[src/rtl/wb_pkg.sv]
// Shared types for the writeback arbiter: state encoding and the
// buffered result record (destination register + data).
package wb_pkg;

    localparam int WB_XLEN   = 32;
    localparam int WB_REG_AW = 5;

    typedef enum logic {
        WB_NORMAL = 1'b0,
        WB_DRAIN  = 1'b1
    } wb_state_t;

    typedef struct packed {
        logic [WB_REG_AW-1:0] rd;
        logic [WB_XLEN-1:0]   data;
    } wb_req_t;

endpackage

[src/rtl/wb_arbiter_if.sv]
// Bundle of the two result streams into the arbiter and the regfile
// write port out of it. master = producer/consumer side, slave = arbiter.
interface wb_arbiter_if #(
    parameter int XLEN       = 32,
    parameter int REG_AW     = 5,
    parameter int FIFO_DEPTH = 4
);
    localparam int CNT_W = $clog2(FIFO_DEPTH) + 1;

    // in-order pipeline result
    logic              a_valid;
    logic              a_ready;
    logic [REG_AW-1:0] a_rd;
    logic [XLEN-1:0]   a_data;

    // multi-cycle unit result
    logic              b_valid;
    logic              b_ready;
    logic [REG_AW-1:0] b_rd;
    logic [XLEN-1:0]   b_data;

    // regfile write port
    logic              we;
    logic [REG_AW-1:0] rd_addr;
    logic [XLEN-1:0]   w_data;
    logic [CNT_W-1:0]  b_pending;

    modport master (
        output a_valid, a_rd, a_data, b_valid, b_rd, b_data,
        input  a_ready, b_ready, we, rd_addr, w_data, b_pending
    );

    modport slave (
        input  a_valid, a_rd, a_data, b_valid, b_rd, b_data,
        output a_ready, b_ready, we, rd_addr, w_data, b_pending
    );

endinterface

[src/rtl/wb_fifo.sv]
// Synchronous FIFO for buffered B results. No fall-through: dout shows
// the entry at the read pointer, so a freshly pushed entry is only
// visible once count reflects it on the following cycle.
module wb_fifo
    import wb_pkg::*;
#(
    parameter int  DEPTH = 4,
    parameter type T     = wb_req_t,
    localparam int AW    = (DEPTH > 1) ? $clog2(DEPTH) : 1,
    localparam int CW    = $clog2(DEPTH) + 1
) (
    input  logic          clk,
    input  logic          reset,
    input  logic          push,
    input  logic          pop,
    input  T              din,
    output T              dout,
    output logic [CW-1:0] count,
    output logic          full,
    output logic          empty
);

    T              mem [DEPTH];
    logic [AW-1:0] wr_ptr;
    logic [AW-1:0] rd_ptr;
    logic          do_push;
    logic          do_pop;

    // Guard against caller misuse so the pointers never run past each other
    assign do_push = push && !full;
    assign do_pop  = pop && !empty;

    assign full  = (count == CW'(DEPTH));
    assign empty = (count == '0);
    assign dout  = mem[rd_ptr];

    // Storage write; contents need no reset since count gates visibility
    always_ff @(posedge clk) begin
        if (do_push) mem[wr_ptr] <= din;
    end

    // Pointer and occupancy update; pointers wrap naturally at DEPTH (power of two)
    always_ff @(posedge clk) begin
        if (reset) begin
            wr_ptr <= '0;
            rd_ptr <= '0;
            count  <= '0;
        end else begin
            if (do_push) wr_ptr <= wr_ptr + AW'(1);
            if (do_pop)  rd_ptr <= rd_ptr + AW'(1);
            case ({do_push, do_pop})
                2'b10:   count <= count + CW'(1);
                2'b01:   count <= count - CW'(1);
                default: count <= count;
            endcase
        end
    end

endmodule

[src/rtl/wb_arbiter.sv]
// Writeback arbiter: merges the in-order pipeline result (A) and the
// buffered multi-cycle result stream (B) onto one registered regfile
// write port. Once B backs up past DRAIN_THRESH the pipeline is stalled
// until the B FIFO empties, so B results cannot starve.
// Optional: define WB_ARBITER_PERF_EN to add perf_stall_cnt, counting
// cycles in which a valid A result is held off by DRAIN.
module wb_arbiter
    import wb_pkg::*;
#(
    parameter int  XLEN         = WB_XLEN,
    parameter int  REG_AW       = WB_REG_AW,
    parameter int  FIFO_DEPTH   = 4,
    parameter int  DRAIN_THRESH = 3,
    localparam int CW           = $clog2(FIFO_DEPTH) + 1
) (
    input  logic        clk,
    input  logic        reset,
    wb_arbiter_if.slave bus
`ifdef WB_ARBITER_PERF_EN
    ,
    output logic [31:0] perf_stall_cnt
`endif
);

    typedef struct packed {
        logic [REG_AW-1:0] rd;
        logic [XLEN-1:0]   data;
    } req_t;

    wb_state_t         state;
    req_t              fifo_din;
    req_t              fifo_dout;
    req_t              sel;
    logic [CW-1:0]     fifo_count;
    logic [CW-1:0]     count_next;
    logic              fifo_full;
    logic              fifo_empty;
    logic              push;
    logic              pop;
    logic              a_take;
    logic              sel_vld;
    logic              we_q;
    logic [REG_AW-1:0] rd_addr_q;
    logic [XLEN-1:0]   w_data_q;

    assign fifo_din.rd   = bus.b_rd;
    assign fifo_din.data = bus.b_data;

    wb_fifo #(
        .DEPTH (FIFO_DEPTH),
        .T     (req_t)
    ) u_fifo (
        .clk   (clk),
        .reset (reset),
        .push  (push),
        .pop   (pop),
        .din   (fifo_din),
        .dout  (fifo_dout),
        .count (fifo_count),
        .full  (fifo_full),
        .empty (fifo_empty)
    );

    // Handshakes come straight off registered state so neither ready
    // depends on this cycle's valids or pop decision
    assign bus.a_ready   = (state == WB_NORMAL);
    assign bus.b_ready   = !fifo_full;
    assign bus.b_pending = fifo_count;
    assign push          = bus.b_valid && !fifo_full;

    // Source select: A wins in NORMAL, otherwise the FIFO head drains
    always_comb begin
        a_take     = (state == WB_NORMAL) && bus.a_valid;
        pop        = !fifo_empty && !a_take;
        sel_vld    = a_take || pop;
        sel        = fifo_dout;
        if (a_take) begin
            sel.rd   = bus.a_rd;
            sel.data = bus.a_data;
        end
        count_next = fifo_count + CW'(push) - CW'(pop);
    end

    // Drain state machine and the registered regfile write port
    always_ff @(posedge clk) begin
        if (reset) begin
            state     <= WB_NORMAL;
            we_q      <= 1'b0;
            rd_addr_q <= '0;
            w_data_q  <= '0;
        end else begin
            case (state)
                WB_NORMAL: if (count_next >= CW'(DRAIN_THRESH)) state <= WB_DRAIN;
                WB_DRAIN:  if (count_next == '0)                 state <= WB_NORMAL;
                default:   state <= WB_NORMAL;
            endcase
            // Writes to x0 are consumed but never reach the regfile
            we_q <= sel_vld && (sel.rd != '0);
            if (sel_vld && (sel.rd != '0)) begin
                rd_addr_q <= sel.rd;
                w_data_q  <= sel.data;
            end
        end
    end

    assign bus.we      = we_q;
    assign bus.rd_addr = rd_addr_q;
    assign bus.w_data  = w_data_q;

`ifdef WB_ARBITER_PERF_EN
    // Cycles a pipeline result sat waiting because B was draining
    always_ff @(posedge clk) begin
        if (reset)
            perf_stall_cnt <= '0;
        else if (state == WB_DRAIN && bus.a_valid)
            perf_stall_cnt <= perf_stall_cnt + 32'd1;
    end
`endif

endmodule

[src/flat_wrapper.sv]
// flat-port wrapper written by rule: the top's interface ports become plain ports
module wb_arbiter_flat import wb_pkg::*;
#(
    parameter int  XLEN         = WB_XLEN,
    parameter int  REG_AW       = WB_REG_AW,
    parameter int  FIFO_DEPTH   = 4,
    parameter int  DRAIN_THRESH = 3,
    localparam int CW           = $clog2(FIFO_DEPTH) + 1
)
  (clk, reset, bus_a_valid, bus_a_rd, bus_a_data, bus_b_valid, bus_b_rd, bus_b_data, bus_a_ready, bus_b_ready, bus_we, bus_rd_addr, bus_w_data, bus_b_pending);
  wb_arbiter_if #(.XLEN(XLEN), .REG_AW(REG_AW), .FIFO_DEPTH(FIFO_DEPTH)) bus_i ();
  input  logic clk;
  input  logic reset;
  input wire logic [$bits(bus_i.a_valid)-1:0] bus_a_valid;
  input wire logic [$bits(bus_i.a_rd)-1:0] bus_a_rd;
  input wire logic [$bits(bus_i.a_data)-1:0] bus_a_data;
  input wire logic [$bits(bus_i.b_valid)-1:0] bus_b_valid;
  input wire logic [$bits(bus_i.b_rd)-1:0] bus_b_rd;
  input wire logic [$bits(bus_i.b_data)-1:0] bus_b_data;
  output wire logic [$bits(bus_i.a_ready)-1:0] bus_a_ready;
  output wire logic [$bits(bus_i.b_ready)-1:0] bus_b_ready;
  output wire logic [$bits(bus_i.we)-1:0] bus_we;
  output wire logic [$bits(bus_i.rd_addr)-1:0] bus_rd_addr;
  output wire logic [$bits(bus_i.w_data)-1:0] bus_w_data;
  output wire logic [$bits(bus_i.b_pending)-1:0] bus_b_pending;
  assign bus_i.a_valid = bus_a_valid;
  assign bus_i.a_rd = bus_a_rd;
  assign bus_i.a_data = bus_a_data;
  assign bus_i.b_valid = bus_b_valid;
  assign bus_i.b_rd = bus_b_rd;
  assign bus_i.b_data = bus_b_data;
  assign bus_a_ready = bus_i.a_ready;
  assign bus_b_ready = bus_i.b_ready;
  assign bus_we = bus_i.we;
  assign bus_rd_addr = bus_i.rd_addr;
  assign bus_w_data = bus_i.w_data;
  assign bus_b_pending = bus_i.b_pending;
  wb_arbiter #(.XLEN(XLEN), .REG_AW(REG_AW), .FIFO_DEPTH(FIFO_DEPTH), .DRAIN_THRESH(DRAIN_THRESH)) u_core (.clk(clk), .reset(reset), .bus(bus_i));
endmodule
[config.mk]
export PLATFORM = sky130hd
export DESIGN_NAME = wb_arbiter_flat
export DESIGN_NICKNAME = d
export VERILOG_FILES = /design/src/rtl/wb_pkg.sv /design/src/rtl/wb_arbiter_if.sv /design/src/rtl/wb_fifo.sv /design/src/rtl/wb_arbiter.sv /design/src/flat_wrapper.sv
export SDC_FILE = /design/constraint.sdc
export NUM_CORES = 1
export LEC_CHECK = 0
export CAP_MARGIN = 10
export CORE_ASPECT_RATIO = 0.9
export CORE_MARGIN = 4
export CORE_UTILIZATION = 60
export DETAILED_ROUTE_END_ITERATION = 7
export DONT_BUFFER_PORTS = 1
export MAX_ROUTING_LAYER = met4
export PLACE_DENSITY_LB_ADDON = 0.05
export SLEW_MARGIN = 40
export SYNTH_ARGS = -nofsm -noshare
export SYNTH_HDL_FRONTEND = slang
export SYNTH_SLANG_ARGS = --single-unit
[constraint.sdc]
create_clock -name clk -period 6.6 [get_ports clk]
set_clock_uncertainty 0.15 [all_clocks]
set_input_delay 1.32 -clock clk [delete_from_list [all_inputs] [get_ports clk]]
set_output_delay 1.32 -clock clk [all_outputs]
set_load 0.05 [all_outputs]
==> flow_metrics.py, run 1 <==
metrics = {
    "cts": {
        "cts_buffers": 17,
        "path_clk_slew_ps": 70,
        "cts_tree": "yes",
        "cts_buffer_depth": 2,
        "postCtsResizedCells": 0,
        "insertion_delay_ps": 420,
        "clkSinkCount": 196,
        "htreeDepth": 4,
        "clockRootBuffer": "clkbuf_16",
        "holdBufCountCts": 0,
        "postCtsSetupBuffers": 0,
    },
    "power": {
        "max-vdd-ir-drop_v": 0.000236,
        "p_leak_nw": 2.87,
        "power.density_nw_per_um2": 476,
    },
    "critical_path": {
        "crit_buf_inv": 3,
        "crit_type": "register to register",
        "cp.required_ps": 6800,
        "critPathMaxFanout": 6,
        "cp_top_family": "simple AND/OR/NAND/NOR gates",
        "max_stage_delay_ps": 790,
        "cp_slowest_cell": "dfxtp_1",
        "startpoint_type": "register",
        "path_cells": "nand3_1 -> and2_1 -> inv_1 -> ha_1 -> inv_1 -> ha_1 -> inv_1 -> fa_1 -> maj3_1 -> a21oi_1",
        "crit_path_frequent_cell": "inv_1",
        "critPathCaptureType": "register",
        "crit_arrival_ps": 3980,
    },
    "grt": {
        "antenna_found_initial": 0,
        "grt_max_degree": 49,
        "grt_pass1_vias": 4318,
        "grt.total_usage": 0.218,
        "grt_pass1_wl_um": 24700,
        "grt.overflow.total": 0,
    },
    "synthesis": {
        "netlist_area_sq_um": 8210,
        "syn_inst": 495,
        "synthFlopType": "edfxtp_1",
        "async_flop_share": 0,
        "synth-xor-area-share": 0.00747,
        "synth_mux_area_frac": 0.107,
        "synthTopCellsByCount": "edfxtp_1, dfxtp_1, inv_1",
        "synth_seq_cells": 196,
        "synth-simple-area-share": 0.0594,
        "synth-compound-area-share": 0.102,
        "yosysTopAreaCellShare": 0.541,
        "synth.avg_cell_area_sq_um": 16.6,
        "syn_nets": 582,
        "yosysWarnings": 0,
        "synth_top_area_cell": "edfxtp_1",
        "synth-adder-area-share": 0.0168,
        "synth_top_family_by_area": "multiplexers",
        "synth_edf_count": 148,
        "yosys.cell_count.top_type": "edfxtp_1",
        "yosys.cell_types.count": 49,
        "synth_area_leaders": "edfxtp_1, dfxtp_1, mux4_2",
        "ys_seq_area_frac": 0.658,
    },
    "floorplan": {
        "io_pins": 121,
        "die_h_um": 119,
        "row_count": 40,
        "coreArea_sq_um": 13400,
        "dieArea_sq_um": 15600,
        "dieWidth_um": 131,
        "start_util": 0.615,
    },
    "place": {
        "port_buffers": 0,
        "placed_area_sq_um": 8290,
        "dp.final_hpwl_um": 10000,
        "routabilityCongestion": 0.770,
    },
    "timing": {
        "slew_headroom": 0.489,
        "fmax_mhz": 265,
        "rsz0062_at_grt": "no",
        "period_minus_slack_ps": 3780,
        "slew_violations": 0,
        "setup-tns-final_ps": 0,
        "finalSetupViolCount": 0,
        "timing.final.hold_violations": 0,
        "worst_pin_slew_ps": 766,
        "finalCritPeriodShare": 0.572,
    },
    "final_layout": {
        "nets": 574,
        "antenna_cells": 0,
        "fin_area_sq_um": 8920,
        "fillers": 908,
        "drive_above_1_share": 0.236,
        "syn2layout_area_growth_pct": 8.65,
    },
    "drt": {
        "antenna_left": 0,
        "routed_via_density": 6.26,
        "wl_um": 15900,
        "wl_per_cell_um": 23.8,
        "drcViolationCount": 0,
        "num_vias": 4181,
        "initialDrtViolationCount": 342,
        "first_pass_iters": 5,
    },
    "flow_run": {
        "drv_cap": 0,
    },
    "hold_path": {
        "hp-class": "register to register",
    },
    "run_status": {
        "status": "finished clean",
    },
}
-- area by class of cell --
cell class,instances,area [sq um],area share
clock buffer,18,429,0.0481
sequential,196,5410,0.607
multi-input combinational,223,2440,0.273
tap,168,210,0.0236
clock inverter,14,184,0.0206
timing repair buffer,5,85.1,0.00954
inverter,44,165,0.0185
-- where the power goes --
| group | leakage [nW] | total, mW | internal (mW) | switching [mW] |
|---|---|---|---|---|
| Clock | 0.295 | 1.07 | 0.632 | 0.433 |
| Combinational | 0.814 | 1.01 | 0.461 | 0.546 |
| Sequential | 1.76 | 2.18 | 1.57 | 0.604 |
-- cells in the final DEF, fill, tap and decap left out, types with 7 or more instances in the layout --
| master | netlist | routed |
|---|---|---|
| clkbuf_16 | 0 | 17 |
| mux4_2 | 38 | 38 |
| nor2_1 | 9 | 9 |
| inv_1 | 44 | 44 |
| ha_1 | 7 | 7 |
| and2_1 | 36 | 36 |
| edfxtp_1 | 148 | 148 |
| a21oi_1 | 8 | 8 |
| dfxtp_1 | 48 | 46 |
| nand2_1 | 8 | 8 |
| a211oi_2 | 30 | 30 |
| a221oi_1 | 32 | 32 |
-- sequential cells by signal, indices dropped and copies added, names as in the netlist, named ones only --
name	cells
u_core.u_fifo.wr_ptr	2
u_core.u_fifo.rd_ptr	2
u_core.u_fifo.mem	148
u_core.u_fifo.count	3
u_core.bus.rd_addr	5
u_core.bus.w_data	32
u_core.bus.we	1
u_core.state	1
-- cells by family after synthesis --
group | count (synthesis)
flip-flops | 196
AO/OA/AOI/OAI | 87
AND/OR/NAND/NOR | 79
buffers and inverters | 76
multiplexers | 40
adder cells (fa/ha/maj) | 10
XOR/XNOR | 7
-- worst min-delay path, cell delays in order (launching register included) --
cell and delay, ps:
dfxtp_1 340, nand2_1 60, a21oi_1 50
-- metal layers --
metal,global-route usage,wire length [um]
met5,-,0
met4,0.0571,128
met3,0.109,1620
met2,0.340,7850
met1,0.257,6290
-- stage by stage --
| step | hold WS (ps) | power, mW | cells | worst slack [ps] | util |
|---|---|---|---|---|---|
| 2_1_floorplan | 319 | 3.05 | 495 | 2910 | - |
| 3_3_place_gp | 326 | 3.15 | 632 | 2500 | 0.615 |
| 3_5_place_dp | 335 | 3.22 | 635 | 2850 | 0.621 |
| 4_1_cts | 345 | 4.28 | 667 | 2820 | 0.667 |
| 5_1_grt | 360 | 4.46 | 668 | 2690 | 0.668 |
| 6_report | 343 | 4.25 | 668 | 2820 | 0.668 |
-- path summary, 6_finish.rpt --
kind	startpoint	end	slack, ps	cells past startpoint
hold / removal	u_core.u_fifo.wr_ptr[1]	u_core.u_fifo.wr_ptr[1]	340	2
hold reg to reg	u_core.u_fifo.wr_ptr[1]	u_core.u_fifo.wr_ptr[1]	340	2
setup / recovery	u_core.u_fifo.count[2]	u_core.state	2820	10
setup reg to reg	u_core.u_fifo.count[2]	u_core.state	2820	10
No activity file was read; power rests on OpenSTA's default activity.
==> inputs of run 2 (changes only) <==
clock period = 3.8 ns   (was 6.6 ns; I/O delays follow)
==> run 2 against run 1 <==
Against the previous run:
- critical path depth increased by 1
- clock-buffer cell count is 5 higher
- worst setup slack lost 2000 ps
- sequential share of layout area grew 0.41 points
- first-iteration DRC count up 28%
- flip-flop and latch count unchanged
- worst hold slack got worse by 100 ps
- die area did not move
- cell count increased by 1.2%
- critical endpoint unchanged
- largest power group unchanged
- highest routed layer unchanged
==> flow_metrics.py, run 2 (synthesis gave the netlist of run 1 again) <==
metrics = {
    "run_status": {
        "status": "finished clean",
    },
    "grt": {
        "grt_pass1_vias": 4561,
        "grt_pass1_wl_um": 25700,
        "antenna_found_initial": 0,
        "grt_max_degree": 49,
        "grt.total_usage": 0.224,
        "grt.overflow.total": 0,
    },
    "place": {
        "dp.final_hpwl_um": 10100,
        "port_buffers": 0,
        "dp.cells": 644,
        "routabilityCongestion": 0.790,
    },
    "timing": {
        "rsz0062_at_grt": "no",
        "period_minus_slack_ps": 3000,
        "finalCritPeriodShare": 0.791,
        "fmax_mhz": 333,
        "hold_ws_ps": 243,
        "finalSetupViolCount": 0,
        "timing.final.hold_violations": 0,
        "slew_violations": 0,
        "setup-tns-final_ps": 0,
        "slew_headroom": 0.515,
        "worst_pin_slew_ps": 726,
    },
    "final_layout": {
        "top_register": "u_core.u_fifo.mem",
        "antenna_cells": 0,
        "largest_reg_flops": 148,
        "layout_commonest_cell": "edfxtp_1",
        "layoutNonFillerInstCount": 676,
        "drive_above_1_share": 0.244,
        "nets": 582,
        "layout_common_cells": "edfxtp_1, dfxtp_1, inv_1, mux4_2, and2_1",
        "syn2layout_area_growth_pct": 7.88,
    },
    "cts": {
        "cts_buffer_depth": 2,
        "cts_buffers": 17,
        "path_clk_slew_ps": 60,
        "clockRootBuffer": "clkbuf_16",
        "insertion_delay_ps": 420,
        "holdBufCountCts": 0,
        "cts_tree": "yes",
        "postCtsSetupBuffers": 0,
        "clkSinkCount": 196,
        "postCtsResizedCells": 0,
        "htreeDepth": 4,
    },
    "drt": {
        "num_vias": 4272,
        "wl_per_cell_um": 23.9,
        "wl_um": 16100,
        "routed_via_density": 6.32,
        "antenna_left": 0,
        "drcViolationCount": 0,
        "first_pass_iters": 4,
        "initialDrtViolationCount": 437,
    },
    "critical_path": {
        "critPathCaptureType": "register",
        "crit_arrival_ps": 3210,
        "startpoint_type": "register",
        "critPathMaxFanout": 5,
        "crit_type": "register to register",
        "startpoint": "u_core.u_fifo.count[0]",
        "worst_r2r_startpoint": "u_core.u_fifo.count[0]",
        "cp.required_ps": 4010,
    },
    "hold_path": {
        "min_from": "reset",
        "hp-class": "input port to register",
    },
    "flow_run": {
        "drv_cap": 0,
    },
    "floorplan": {
        "start_util": 0.615,
        "io_pins": 121,
        "row_count": 40,
        "die_h_um": 119,
        "dieWidth_um": 131,
        "coreArea_sq_um": 13400,
        "dieArea_sq_um": 15600,
    },
    "power": {
        "p_leak_nw": 2.87,
        "max-vdd-ir-drop_v": 0.000530,
        "power.density_nw_per_um2": 810,
    },
}
==> run 2: changes by cell type in the layout (fill, tap and decap cells not counted), sizes merged <==
cell	before	now
clkinvlp	2	1
clkbuf	18	23
bufinv	4	1
buf	5	13
inv	45	44
==> run 2: where the power goes <==
part	total, mW	leakage (nW)	internal (mW)	switching (mW)
sequential	3.73	1.76	2.73	0.996
clock	1.66	0.265	0.919	0.738
combinational	1.79	0.846	0.780	1.01
==> run 2: final cells by class <==
class | instances | area, sq um
inverters | 44 | 165
clock inverters | 9 | 83.8
repair buffers | 13 | 110
flip-flops and latches | 196 | 5410
multi-input cells | 223 | 2420
clock buffers | 23 | 458
well taps | 168 | 210
fillers | 921 | 4500
==> run 2: metal layers <==
layer | share of wire | wire (um) | global-route usage
met2 | 0.49 | 7920 | 0.347
met1 | 0.41 | 6600 | 0.277
met5 | 0 | 0 | -
met4 | 0.0084 | 136 | 0.0617
met3 | 0.092 | 1480 | 0.0912
==> run 2: metrics by stage <==
stage | instance area, sq um | util | setup slack, ps | power (mW)
global route | 8860 | 0.663 | 575 | 7.54
CTS | 8860 | 0.663 | 766 | 7.24
detailed placement | 8320 | 0.622 | 782 | 5.59
floorplan | 8210 | - | 406 | 5.30
finish | 8860 | 0.663 | 796 | 7.18
global placement | 8320 | 0.622 | 828 | 5.53
==> run 2: critical path, cell delays in order, from the launching register on <==
cell and delay (ps):
dfxtp_1 770, inv_1 180, nand3_1 150, and2_1 190, inv_1 90, ha_1 290
inv_1 50, ha_1 130, inv_1 50, fa_1 420, maj3_1 350, a21oi_1 120
==> run 2: worst paths after layout <==
| check | to | slack (ps) | depth (start not counted) |
|---|---|---|---|
| max | u_core.state | 800 | 11 |
| min | u_core.bus.w_data[12] | 240 | 1 |
| max reg2reg | u_core.state | 800 | 11 |
| min reg2reg | u_core.u_fifo.wr_ptr[1] | 360 | 2 |
